$ cat config.mk
export PLATFORM = sky130hd
export DESIGN_NAME = write_through_buffer
export DESIGN_NICKNAME = d
export VERILOG_FILES = /design/src/rtl/write_through_buffer.sv
export SDC_FILE = /design/constraint.sdc
export NUM_CORES = 1
export LEC_CHECK = 0
export BUFFER_PORTS_ARGS = -buffer_cell sky130_fd_sc_hd__buf_2
export CORE_MARGIN = 4
export CORE_UTILIZATION = 50
export DETAILED_ROUTE_END_ITERATION = 12
export PLACE_DENSITY = 0.67
export SYNTH_ARGS = -nofsm -noshare
export SYNTH_HDL_FRONTEND = slang
export SYNTH_SLANG_ARGS = --single-unit
$ cat constraint.sdc
create_clock -name clk -period 6.9 [get_ports clk]
set_input_delay 1.38 -clock clk [delete_from_list [all_inputs] [get_ports clk]]
set_output_delay 1.38 -clock clk [all_outputs]
set_load 0.03 [all_outputs]
$ cat src/rtl/write_through_buffer.sv
// Write-through store queue: buffers word stores from cache control in FIFO
// order and hands them one at a time to the AXI write channel. The head entry
// is copied into output registers on the pop edge so the write channel sees
// stable addr/wdata/wstrb for the whole transaction, even while pushes continue.
module write_through_buffer #(
  parameter int unsigned FE_ADDR_W = 32,
  parameter int unsigned FE_DATA_W = 32,
  parameter int unsigned FE_NBYTES = FE_DATA_W / 8,
  parameter int unsigned FE_BYTE_W = $clog2(FE_NBYTES),
  parameter int unsigned DEPTH_W   = 2
) (
  input  logic                           clk,
  input  logic                           reset,
  // Store enqueue from cache control
  input  logic                           push_i,
  input  logic [FE_ADDR_W-FE_BYTE_W-1:0] push_addr_i,
  input  logic [FE_DATA_W-1:0]           push_wdata_i,
  input  logic [FE_NBYTES-1:0]           push_wstrb_i,
  // Fill status
  output logic                           full_o,
  output logic                           empty_o,
  output logic [DEPTH_W:0]               level_o,
  output logic                           overflow_o,
  // Write channel side
  output logic                           valid_o,
  output logic [FE_ADDR_W-FE_BYTE_W-1:0] addr_o,
  output logic [FE_DATA_W-1:0]           wdata_o,
  output logic [FE_NBYTES-1:0]           wstrb_o,
  input  logic                           ready_i
);

  localparam int unsigned AddrW  = FE_ADDR_W - FE_BYTE_W;
  localparam int unsigned Depth  = 2 ** DEPTH_W;
  localparam int unsigned LevelW = DEPTH_W + 1;

  // Queue storage; deliberately not reset.
  logic [AddrW-1:0]     addr_mem  [Depth];
  logic [FE_DATA_W-1:0] wdata_mem [Depth];
  logic [FE_NBYTES-1:0] wstrb_mem [Depth];

  logic [DEPTH_W-1:0]   wr_ptr_q, wr_ptr_d;
  logic [DEPTH_W-1:0]   rd_ptr_q, rd_ptr_d;
  logic [LevelW-1:0]    level_q, level_d;
  logic                 full_q, full_d;
  logic                 empty_q, empty_d;
  logic                 overflow_q, overflow_d;
  logic [AddrW-1:0]     addr_q, addr_d;
  logic [FE_DATA_W-1:0] wdata_q, wdata_d;
  logic [FE_NBYTES-1:0] wstrb_q, wstrb_d;

  logic pop;
  logic push_acc;

  // Handshake decode: a pop frees a slot in the same cycle, so a push into a
  // full queue is still accepted when the head leaves simultaneously.
  always_comb begin
    pop      = ~empty_q & ready_i;
    push_acc = push_i & (~full_q | pop);
  end

  // Next-state for pointers, occupancy, flags and the output registers.
  always_comb begin
    wr_ptr_d   = wr_ptr_q;
    rd_ptr_d   = rd_ptr_q;
    overflow_d = overflow_q;
    addr_d     = addr_q;
    wdata_d    = wdata_q;
    wstrb_d    = wstrb_q;

    level_d = level_q + LevelW'(push_acc) - LevelW'(pop);
    empty_d = (level_d == '0);
    full_d  = (level_d == LevelW'(Depth));

    if (push_acc) begin
      wr_ptr_d = wr_ptr_q + 1'b1;
    end
    if (push_i & ~push_acc) begin
      overflow_d = 1'b1;
    end
    if (pop) begin
      rd_ptr_d = rd_ptr_q + 1'b1;
      addr_d   = addr_mem[rd_ptr_q];
      wdata_d  = wdata_mem[rd_ptr_q];
      wstrb_d  = wstrb_mem[rd_ptr_q];
    end
  end

  // Control and output state with asynchronous reset.
  always_ff @(posedge clk or posedge reset) begin
    if (reset) begin
      wr_ptr_q   <= '0;
      rd_ptr_q   <= '0;
      level_q    <= '0;
      full_q     <= 1'b0;
      empty_q    <= 1'b1;
      overflow_q <= 1'b0;
      addr_q     <= '0;
      wdata_q    <= '0;
      wstrb_q    <= '0;
    end else begin
      wr_ptr_q   <= wr_ptr_d;
      rd_ptr_q   <= rd_ptr_d;
      level_q    <= level_d;
      full_q     <= full_d;
      empty_q    <= empty_d;
      overflow_q <= overflow_d;
      addr_q     <= addr_d;
      wdata_q    <= wdata_d;
      wstrb_q    <= wstrb_d;
    end
  end

  // Storage write; on push+pop while full this overwrites the slot whose old
  // contents are being copied to the output registers on the same edge.
  always_ff @(posedge clk) begin
    if (push_acc) begin
      addr_mem[wr_ptr_q]  <= push_addr_i;
      wdata_mem[wr_ptr_q] <= push_wdata_i;
      wstrb_mem[wr_ptr_q] <= push_wstrb_i;
    end
  end

  assign full_o     = full_q;
  assign empty_o    = empty_q;
  assign level_o    = level_q;
  assign overflow_o = overflow_q;
  assign valid_o    = ~empty_q;
  assign addr_o     = addr_q;
  assign wdata_o    = wdata_q;
  assign wstrb_o    = wstrb_q;

endmodule
==> impl_metrics.toml <==
[status]
status = "completed"

[clock_tree]
cts_resized = 0
insertion_delay_ns = 0.49
htree_levels = 2
hold_buffers = 0
postCtsSetupBuffers = 0
cts_buffer_depth = 3
path_clk_slew_ns = 0.05
cts_root_buf = "clkbuf_16"
cts_tree = "done"
cts_made_buffers = 34
numClockSinks = 340

[yosys]
syn_avg_cell_area_um2 = 18.8
synthFlopType = "edfxtp_1"
mappedNetlistArea_um2 = 12700
ys_seq_area_share_pct = 77.3
synth_nets = 752
ys_ff_latch = 340
async_reset_ff_share_pct = 22.4
synth_cell_types = 25
ys.warnings.count = 0
synth_edf_count = 264
synthCells = 675

[global_route]
antenna_found_initial = 7
grt_max_degree = 71
grt-ovfl-total = 0
grt_pass1_vias = 7123
track_usage_pct = 17.9
grt_pass1_wl_mm = 39.3

[critical_path]
path_class = "input port to flip-flop"
worst_setup_path_end_kind = "flip-flop"
worstPathMaxFanout = 70
arrival_ns = 4.20
cp.required_ns = 7.31
critPathLaunchType = "input port"

[sta]
tns_ns = 0
finalCritPeriodShare_pct = 55.0
worstMarginPinSlew_ns = 1.17
relSlewSlack_pct = 22.0
rsz0062_at_grt = "no"
clock.fmax_mhz = 264
finalHoldViolations = 0
fin_ws_ns = 3.11
finalCriticalPeriod_ns = 3.79
final.setup_skew_ns = 0.0120
slew_violations = 0
setup_viol = 0

[placement]
globalplace.congestion = 0.743
place_ws_ns = 2.54
dp_hpwl_mm = 13.5
io_buffers = 142

[pwr]
peakVddDrop_uv = 443
leakagePower_nw = 5.68
p_per_area_nw_per_um2 = 453

[final_layout]
drive_above_1_share_pct = 28.0
area_growth_pct = 15.4
fill_cells = 1913
nNetsFinal = 896
multi_input_area_um2 = 2600
register_area_um2 = 9830
final_core_util_pct = 58.5

[floorplanning]
die_y_um = 167
die-width_um = 167
core_um2 = 25100
die_area_um2 = 28000
io_pins = 143
initial_utilization_pct = 50.6
rows = 58

[routing]
drc = 0
routedWlPerCell_um = 21.4
firstDrtPassIters = 4
drt_iter0_markers = 313
wl_mm = 25.1
antenna_left = 0
viasPerCell = 5.42
vias = 6372

[job]
max_cap_viol_count = 0

[min_path]
min_path_type = "flip-flop to flip-flop"
[power breakdown]
| part | switching (mW) | internal (mW) |
|---|---|---|
| clock network | 0.701 | 1.01 |
| registers | 0.261 | 2.77 |
| logic | 1.27 | 0.640 |
[sequential cells by signal (all words and copies together), names as in the netlist]
signal / cells
wdata_mem: 128
overflow_o: 1
rd_ptr_q: 2
level_o: 3
wstrb_o: 4
full_o: 1
empty_o: 1
wstrb_mem: 16
wdata_o: 32
wr_ptr_q: 2
addr_mem: 120
addr_o: 30
[cell families after synthesis]
kind of cell	after synthesis	share of synthesized area, %
flops	340	77.3
mux	133	10.5
simple gates	77	2.53
compound gates	68	6.23
buf+inv	46	2.43
fa+ha+maj	7	0.748
xor+xnor	4	0.275
[cells in the final DEF, fill, tap and decap left out, drive strengths merged]
cell type  count
edfxtp       264
buf          145
mux2i        132
dfrtp         75
nand2         69
o221ai        66
clkbuf        50
inv            9
clkinv         9
ha             6
xnor2          4
and2           4
diode          3
nand2b         2
a21boi         1
nor3           1
nor3b          1
a31o           1
mux2           1
fa             1
clkinvlp       1
dfstp          1
[worst max-delay path, cell delays in order]
cell,delay (ns)
buf_2,0.10
nand2b_4,0.52
a21boi_2,0.57
inv_1,0.08
ha_1,0.29
inv_1,0.04
ha_1,0.18
fa_1,0.39
xnor2_1,0.15
xnor2_1,0.24
nor3b_1,0.22
[cells in the mapped netlist (4+ instances only)]
library cell / number / area (um2)
mux2i_1: 132 / 1320
xnor2_1: 4 / 35.0
buf_4: 5 / 37.5
dfrtp_1: 75 / 1880
buf_2: 14 / 70.1
ha_1: 6 / 75.1
clkbuf_1: 5 / 18.8
inv_1: 8 / 30.0
nand2_1: 68 / 255
o221ai_2: 31 / 465
o221ai_1: 35 / 307
and2_1: 4 / 25.0
buf_6: 13 / 146
edfxtp_1: 264 / 7930
[metal layers]
metal	global-route usage, %	up-vias	share of wire, %
li1	-	2936	-
met1	21.9	3235	40
met2	31.7	149	53
met3	4.44	44	5.3
met4	4.87	8	1.8
met5	0	-	0.21
[final cells by class]
cell class	instances	share of cell area (%)
Inverter	9	0.264
Antenna cell	3	0.0512
Tap cell	330	2.81
Timing Repair Buffer	145	5.00
Clock inverter	10	0.332
Multi-Input combinational cell	289	17.7
Sequential cell	340	67.0
Clock buffer	50	6.85
[path summary, 6_finish.rpt]
kind / startpoint / end / slack (ns) / depth (start not counted)
worst max-delay path: ready_i / full_o / 3.11 / 11
worst max register to register: empty_o / full_o / 3.63 / 10
worst min-delay path: overflow_o / overflow_o / 0.47 / 1
worst min register to register: overflow_o / overflow_o / 0.47 / 1
max in group asynchronous: reset / rd_ptr_q[1] / 4.83 / 3
min in group asynchronous: reset / addr_o[0] / 0.87 / 2
[per-stage QoR]
step | hold slack, ns | instance area [um2] | power (mW) | instances
finish | 0.472 | 14700 | 6.65 | 1176
global placement | 0.466 | 13600 | 4.93 | 1113
floorplan | 0.480 | 12700 | 4.47 | 675
CTS | 0.474 | 14700 | 6.73 | 1173
detailed placement | 0.456 | 13600 | 5.01 | 1113
global route | 0.503 | 14700 | 6.98 | 1176
Power figures use the tool's default switching activity.
